--- src/rtl/axis_pkg.sv ---
// -----------------------------------------------------------------------------
// axis_pkg
// Items shared by the AXI-Stream width converters (the unpacker now, packer
// blocks later):
//   state_t          FSM encoding of the unpacker: EMPTY / FIRST / SECOND
//   half_width()     output lane width of a packed dual-channel word
//   SEL_LOWER_FIRST  value of `switch` that emits the lower half first
//   SEL_UPPER_FIRST  value of `switch` that emits the upper half first
// -----------------------------------------------------------------------------
package axis_pkg;

  typedef enum logic [1:0] {
    EMPTY  = 2'd0,
    FIRST  = 2'd1,
    SECOND = 2'd2
  } state_t;

  localparam logic SEL_LOWER_FIRST = 1'b1;
  localparam logic SEL_UPPER_FIRST = 1'b0;

  function automatic int half_width(input int w);
    return w / 2;
  endfunction

endpackage

--- src/rtl/axis_data_unpacker_if.sv ---
// -----------------------------------------------------------------------------
// axis_data_unpacker_if
// Bundles both AXI-Stream sides of the unpacker.
//   S_AXIS_*  packed input stream, AXIS_TDATA_WIDTH bits wide
//   M_AXIS_*  unpacked output stream, AXIS_TDATA_WIDTH/2 bits wide
//   M_AXIS_tuser exists only when AXIS_DATA_UNPACKER_CHAN_TAG_EN is defined.
// Modports:
//   slave   the unpacker's view (consumes S_AXIS, produces M_AXIS)
//   master  the surrounding environment's view
// Handshake: a transfer happens on a rising aclk edge where tvalid and tready
// are both high; a source holds tdata/tvalid/tlast/tuser stable while
// tvalid is high and tready is low.
// -----------------------------------------------------------------------------
interface axis_data_unpacker_if
  import axis_pkg::*;
#(
  parameter int AXIS_TDATA_WIDTH = 32
);
  localparam int HW = half_width(AXIS_TDATA_WIDTH);

  logic [AXIS_TDATA_WIDTH-1:0] S_AXIS_tdata;
  logic                        S_AXIS_tvalid;
  logic                        S_AXIS_tready;
  logic                        M_AXIS_tready;
  logic [HW-1:0]               M_AXIS_tdata;
  logic                        M_AXIS_tvalid;
  logic                        M_AXIS_tlast;
`ifdef AXIS_DATA_UNPACKER_CHAN_TAG_EN
  logic                        M_AXIS_tuser;
`endif

  modport slave (
    input  S_AXIS_tdata, S_AXIS_tvalid, M_AXIS_tready,
    output S_AXIS_tready, M_AXIS_tdata, M_AXIS_tvalid, M_AXIS_tlast
`ifdef AXIS_DATA_UNPACKER_CHAN_TAG_EN
    , output M_AXIS_tuser
`endif
  );

  modport master (
    output S_AXIS_tdata, S_AXIS_tvalid, M_AXIS_tready,
    input  S_AXIS_tready, M_AXIS_tdata, M_AXIS_tvalid, M_AXIS_tlast
`ifdef AXIS_DATA_UNPACKER_CHAN_TAG_EN
    , input M_AXIS_tuser
`endif
  );

endinterface

--- src/rtl/axis_half_select.sv ---
// -----------------------------------------------------------------------------
// axis_half_select
// Combinational pick of one half of a packed {upper, lower} word.
//   word       packed word, WIDTH bits
//   sel        order select: SEL_LOWER_FIRST or SEL_UPPER_FIRST
//   second     beat index within the pair: 0 = first beat, 1 = second beat
//   half       selected half, WIDTH/2 bits
//   src_upper  1 when `half` came from the upper half of `word`
// -----------------------------------------------------------------------------
module axis_half_select
  import axis_pkg::*;
#(
  parameter int WIDTH = 32
) (
  input  logic [WIDTH-1:0]             word,
  input  logic                         sel,
  input  logic                         second,
  output logic [half_width(WIDTH)-1:0] half,
  output logic                         src_upper
);
  localparam int HW = half_width(WIDTH);

  logic pick_lower;

  always_comb begin
    // The second beat is always the half the first beat did not use.
    pick_lower = second ? (sel == SEL_UPPER_FIRST) : (sel == SEL_LOWER_FIRST);
    half       = pick_lower ? word[HW-1:0] : word[WIDTH-1:HW];
    src_upper  = ~pick_lower;
  end

endmodule

--- src/rtl/axis_data_unpacker.sv ---
// -----------------------------------------------------------------------------
// axis_data_unpacker
// Splits each packed dual-channel word {upper, lower} into two consecutive
// half-width output beats. `switch` (captured on accept) chooses which half
// goes first; M_AXIS_tlast marks the second beat of each pair.
// Ports:
//   aclk       clock, rising edge
//   aresetn    synchronous active-low reset
//   switch     1 = lower half first, 0 = upper half first
//   axis       slave modport of axis_data_unpacker_if (S_AXIS_* / M_AXIS_*)
//   state_dbg  current FSM state, for observation only
// Optional feature: AXIS_DATA_UNPACKER_CHAN_TAG_EN adds M_AXIS_tuser, the
// source half of the current beat (0 = lower, 1 = upper).
// AXIS_TDATA_WIDTH must be even and at least 4.
// -----------------------------------------------------------------------------
module axis_data_unpacker
  import axis_pkg::*;
#(
  parameter int AXIS_TDATA_WIDTH = 32
) (
  input  logic                   aclk,
  input  logic                   aresetn,
  input  logic                   switch,
  axis_data_unpacker_if.slave    axis,
  output state_t                 state_dbg
);
  localparam int HW = half_width(AXIS_TDATA_WIDTH);

  state_t                      state_q, state_d;
  logic [AXIS_TDATA_WIDTH-1:0] hold_q;
  logic                        sw_q;
  logic                        s_ready;
  logic                        m_valid;
  logic                        m_last;
  logic                        accept;
  logic [HW-1:0]               half;
`ifdef AXIS_DATA_UNPACKER_CHAN_TAG_EN
  logic                        src_upper;
`else
  logic                        unused_src_upper;
`endif

  always_comb begin
    state_d = state_q;
    s_ready = 1'b0;
    m_valid = 1'b0;
    m_last  = 1'b0;
    case (state_q)
      EMPTY: begin
        s_ready = 1'b1;
        if (axis.S_AXIS_tvalid) state_d = FIRST;
      end
      FIRST: begin
        m_valid = 1'b1;
        if (axis.M_AXIS_tready) state_d = SECOND;
      end
      SECOND: begin
        m_valid = 1'b1;
        m_last  = 1'b1;
        // Taking the next word while the second beat leaves keeps the
        // output busy every cycle under continuous flow.
        s_ready = axis.M_AXIS_tready;
        if (axis.M_AXIS_tready) state_d = axis.S_AXIS_tvalid ? FIRST : EMPTY;
      end
      default: state_d = EMPTY;
    endcase
  end

  // Ready is forced low while reset is asserted so no accept is signalled
  // in a cycle that reset voids.
  assign axis.S_AXIS_tready = aresetn & s_ready;
  assign accept             = axis.S_AXIS_tvalid & axis.S_AXIS_tready;

  always_ff @(posedge aclk) begin
    if (!aresetn) begin
      state_q <= EMPTY;
      hold_q  <= '0;
      sw_q    <= 1'b0;
    end else begin
      state_q <= state_d;
      if (accept) begin
        hold_q <= axis.S_AXIS_tdata;
        sw_q   <= switch;
      end
    end
  end

  axis_half_select #(.WIDTH(AXIS_TDATA_WIDTH)) u_half_select (
    .word      (hold_q),
    .sel       (sw_q),
    .second    (state_q == SECOND),
    .half      (half),
`ifdef AXIS_DATA_UNPACKER_CHAN_TAG_EN
    .src_upper (src_upper)
`else
    .src_upper (unused_src_upper)
`endif
  );

  // Outputs depend only on registered state and the holding register.
  assign axis.M_AXIS_tvalid = m_valid;
  assign axis.M_AXIS_tlast  = m_last;
  assign axis.M_AXIS_tdata  = m_valid ? half : '0;
`ifdef AXIS_DATA_UNPACKER_CHAN_TAG_EN
  assign axis.M_AXIS_tuser  = m_valid & src_upper;
`endif
  assign state_dbg          = state_q;

endmodule

--- src/flat_wrapper.sv ---
// flat-port wrapper written by rule: the top's interface ports become plain ports
module axis_data_unpacker_flat import axis_pkg::*;
#(
  parameter int AXIS_TDATA_WIDTH = 32
)
  (aclk, aresetn, switch, state_dbg, axis_S_AXIS_tdata, axis_S_AXIS_tvalid, axis_M_AXIS_tready, axis_S_AXIS_tready, axis_M_AXIS_tdata, axis_M_AXIS_tvalid, axis_M_AXIS_tlast);
  axis_data_unpacker_if #(.AXIS_TDATA_WIDTH(AXIS_TDATA_WIDTH)) axis_i ();
  input  logic aclk;
  input  logic aresetn;
  input  logic switch;
  output state_t state_dbg;
  input wire logic [$bits(axis_i.S_AXIS_tdata)-1:0] axis_S_AXIS_tdata;
  input wire logic [$bits(axis_i.S_AXIS_tvalid)-1:0] axis_S_AXIS_tvalid;
  input wire logic [$bits(axis_i.M_AXIS_tready)-1:0] axis_M_AXIS_tready;
  output wire logic [$bits(axis_i.S_AXIS_tready)-1:0] axis_S_AXIS_tready;
  output wire logic [$bits(axis_i.M_AXIS_tdata)-1:0] axis_M_AXIS_tdata;
  output wire logic [$bits(axis_i.M_AXIS_tvalid)-1:0] axis_M_AXIS_tvalid;
  output wire logic [$bits(axis_i.M_AXIS_tlast)-1:0] axis_M_AXIS_tlast;
  assign axis_i.S_AXIS_tdata = axis_S_AXIS_tdata;
  assign axis_i.S_AXIS_tvalid = axis_S_AXIS_tvalid;
  assign axis_i.M_AXIS_tready = axis_M_AXIS_tready;
  assign axis_S_AXIS_tready = axis_i.S_AXIS_tready;
  assign axis_M_AXIS_tdata = axis_i.M_AXIS_tdata;
  assign axis_M_AXIS_tvalid = axis_i.M_AXIS_tvalid;
  assign axis_M_AXIS_tlast = axis_i.M_AXIS_tlast;
  axis_data_unpacker #(.AXIS_TDATA_WIDTH(AXIS_TDATA_WIDTH)) u_core (.aclk(aclk), .aresetn(aresetn), .switch(switch), .axis(axis_i), .state_dbg(state_dbg));
endmodule
--- config.mk ---
export PLATFORM = sky130hd
export DESIGN_NAME = axis_data_unpacker_flat
export DESIGN_NICKNAME = d
export VERILOG_FILES = /design/src/rtl/axis_pkg.sv /design/src/rtl/axis_data_unpacker_if.sv /design/src/rtl/axis_half_select.sv /design/src/rtl/axis_data_unpacker.sv /design/src/flat_wrapper.sv
export SDC_FILE = /design/constraint.sdc
export NUM_CORES = 1
export LEC_CHECK = 0
export CAP_MARGIN = 5
export CORE_MARGIN = 8
export CORE_UTILIZATION = 46
export DETAILED_ROUTE_END_ITERATION = 10
export PLACE_DENSITY = 0.79
export SYNTH_ARGS = -nofsm -noshare
export SYNTH_HDL_FRONTEND = slang
export SYNTH_SLANG_ARGS = --single-unit
export TNS_END_PERCENT = 30
--- constraint.sdc ---
create_clock -name aclk -period 2.2 [get_ports aclk]
set_input_delay 0.22 -clock aclk [delete_from_list [all_inputs] [get_ports aclk]]
set_output_delay 0.22 -clock aclk [all_outputs]
set_load 0.01 [all_outputs]
==> results of run 1 <==
-- stage by stage --
stage | setup WS [ns] | instance area, µm²
detailed placement | 0.1459 | 2481
global placement | 0.1596 | 2481
finish | 0.1962 | 2584
CTS | 0.03209 | 2577
floorplan | 0.2565 | 1874
global route | 0.09593 | 2584
-- cells by family (layout without fill, tap and decap cells) --
kind of cell,count (synthesis),after routing,synth area share (%)
adder cells (fa/ha/maj),6,6,4.005
AND/OR/NAND/NOR,104,104,21.09
XOR/XNOR,2,2,1.736
flip-flops,35,35,37.38
AO/OA/AOI/OAI,21,21,10.08
multiplexers,35,35,18.69
buffers and inverters,18,77,7.010
-- flip-flops by register name, indices dropped and copies added, names as in the netlist --
name              count
u_core.hold_q        32
u_core.sw_q           1
u_core.state_dbg      2
-- power by group --
part | internal, mW | switching, mW
combinational | 0.684 | 0.635
clock | 0.245 | 0.210
sequential | 0.797 | 0.101
total | 1.73 | 0.945
-- layout by cell type (no fill, tap or decap), types with 2 or more instances in the layout --
cell,synthesis,layout
nand2_1,102,102
buf_4,0,8
mux2i_1,35,35
dfxtp_1,35,34
inv_1,3,2
clkbuf_8,0,6
a21boi_1,7,6
clkdlybuf4s50_1,0,39
ha_1,6,5
a21boi_2,10,10
dlygate4sd2_1,0,16
-- routing by layer --
metal | global-route usage (%) | up-vias
met5 | 0 | -
met4 | 4.364 | 0
met3 | 6.194 | 6
met2 | 25.26 | 49
met1 | 16.22 | 746
li1 | - | 829
-- layout make-up --
cell class                      instances  area [µm²]
Clock buffer                            6       82.58
Clock inverter                          1       5.005
Fill cell                             338        1388
Inverter                                3       11.26
Multi-Input combinational cell        168        1081
Sequential cell                        35       701.9
Tap cell                               50       62.56
Timing Repair Buffer                   67       639.4
-- worst register-to-register path, cell delays in order (launching register included) --
cell and delay, ns:
dfxtp_1 0.32, inv_2 0.10, ha_4 0.20, buf_4 0.16, nand2_1 0.10, a21boi_4 0.19
buf_12 0.26, mux2i_1 0.25
-- how the worst max path moves through the flow --
stage                                                start                    to  slack [ns]  depth (start not counted)
after floorplan           u_core.state_dbg[0]$_SDFFE_PN0P_  axis_M_AXIS_tdata[0]        0.26                          6
final                     u_core.state_dbg[1]$_SDFFE_PN0P_    axis_M_AXIS_tvalid        0.20                          4
after global placement    u_core.state_dbg[1]$_SDFFE_PN0P_  axis_M_AXIS_tdata[1]        0.16                          6
after global routing      u_core.state_dbg[0]$_SDFFE_PN0P_  axis_M_AXIS_tdata[6]         0.1                          7
after detailed placement  u_core.state_dbg[0]$_SDFFE_PN0P_  axis_M_AXIS_tdata[5]        0.15                          7
after CTS                 u_core.state_dbg[0]$_SDFFE_PN0P_    axis_S_AXIS_tready        0.03                          6
-- what timing repair did --
action	CTS	global route
pin swaps	1	0
endpoints found under the hold margin	0	0
gates resized for setup	22	2
setup endpoints to repair	17	1
==> flow_summary_export.csv, run 1 <==
group,metric,value,unit
outcome,status,"finished, final reports clean",
hold_path,hold_path.class,"flop to flop",
clocking,cts_hold_buf,0,
finish,antenna_cells,0,
routing,wl_met2,2090,µm
clocking,cts_sinks,35,
timing,period_share,91.08,%
setup_path,regToRegSetupSlack,0.56,ns
hold_path,whs_path_depth,2,
setup_path,cp_max_fo,7,
setup_path,cp_slowest_stage_delay,0.54,ns
synth,yosysSeqAreaShare,37.38,%
finish,stdcell_count,330,
synth,syn_avg_cell_area,8.481,µm²
setup_path,crit_chain,"inv_1 > ha_1 > buf_4 > clkdlybuf4s50_1",
placed_design,dp.cells,323,
setup_path,slowest_stage,"clkdlybuf4s50_1",
timing,rsz0062_at_grt,"false",
setup_path,cp.required,1.98,ns
finish,drive_above_1_share,12.50,%
synth,ys_types,18,
setup_path,r2r-end,"u_core.hold_q[5]$_SDFFE_PN0P_",
global_route,gr-total-overflow,0,
synth,synth_edf_count,0,
global_route,grt_pass1_wl,7652,µm
synth,synthCells,221,
setup_path,cp-start-kind,"flop",
global_route,grt_use_total,14.76,%
synth,yosys_warnings,0,
synth,syn_area,1874,µm²
synth,yosys-top-cells-area,"dfxtp_1 (37%), nand2_1 (20%), mux2i_1 (19%)",
global_route,antenna_found_initial,0,
timing,hold_viol_final,0,
timing,timing.hold.ws,0.4586,ns
clocking,htree_levels,2,
finish,final_util,65.06,%
timing,maxSlewHeadroom,56.65,%
routing,routedWlPerCell,13.62,µm
synth,async_flop_share,0,%
timing,skew,0.002663,ns
routing,vias,1630,
timing,slew_viol_final,0,
setup_path,reg2reg_depth,7,
routing,routed_wl,4493,µm
clocking,postCtsSetupBuffers,0,
routing,drt_iter0_drc,116,
routing,drc,0,
die,die_y,79.83,µm
setup_path,cp-end-kind,"output port",
placed_design,dpl.hpwl,3215,µm
die,initial_core_util,47.20,%
routing,final_antenna_net_count,0,
setup_path,cp.buffers_inverters,3,
clocking,clock_latency,0.28,ns
die,core_area,3971,µm²
synth,synth_nets,264,
hold_path,hold_start,"u_core.hold_q[11]$_SDFFE_PN0P_",
routing,top_layer,"met4",
routing,wl_met1,1972,µm
synth,ys_top_cells_by_count,"nand2_1 (102), dfxtp_1 (35), mux2i_1 (35)",
pwr,power_density,1034,nW/µm²
global_route,grt_pass1_vias,1765,
pwr,peakVddDrop,592.7,µV
placed_design,gp_congestion,0.7433,
die,ios,58,
run,maxCapViolCount,0,
synth,synth_top_area_share,37.38,%
timing,min_period,2.004,ns
timing,fin_setup_tns,0,ns
die,num_rows,23,
synth,synth.most_common_cell,"nand2_1",
clocking,cts_tree,"done",
clocking,cts_buffers,5,
timing,setup_viol,0,
global_route,grt_max_degree,71,
routing,viasPerCell,4.939,
synth,yosysTopAreaCell,"dfxtp_1",
timing,max_freq,499.1,MHz
clocking,cts.reportedPaths.clkPinSlew,0.06,ns
routing,drt-pass1-iter-count,4,
routing,met3_length,378,µm
die,die_x,79.83,µm
clocking,clock_tree.buffer_depth,2,
placed_design,portBuffers,57,
pwr,cellLeakagePower,1.079,nW
synth,ys_seq_elements,35,
setup_path,r2r_start,"u_core.state_dbg[0]$_SDFFE_PN0P_",
synth,synth-main-ff-cell,"dfxtp_1",
hold_path,holdPathEnd,"u_core.hold_q[11]$_SDFFE_PN0P_",
clocking,clockRootBuffer,"clkbuf_8",
timing,worst_pin_slew,0.6502,ns
setup_path,critPathKind,"flop to output port",
pwr,power,2.672,mW
setup_path,cp.arrival,1.78,ns
setup_path,critical_path.top_delay_family,"buffers and inverters",
finish,area_growth,37.85,%
finish,fin_nets,323,
die,die_area,6373,µm²
(Power assumes the default switching activity.)
==> run 2, diff against run 1 <==
--- a/config.mk
+++ b/config.mk
@@ -9,6 +9,7 @@
 export CORE_MARGIN = 8
 export CORE_UTILIZATION = 46
 export DETAILED_ROUTE_END_ITERATION = 10
+export GPL_TIMING_DRIVEN = 1
 export PLACE_DENSITY = 0.79
 export SYNTH_ARGS = -nofsm -noshare
 export SYNTH_HDL_FRONTEND = slang
==> results of run 2 <==
Final layout, timing and power as in run 1 (identical DEF).
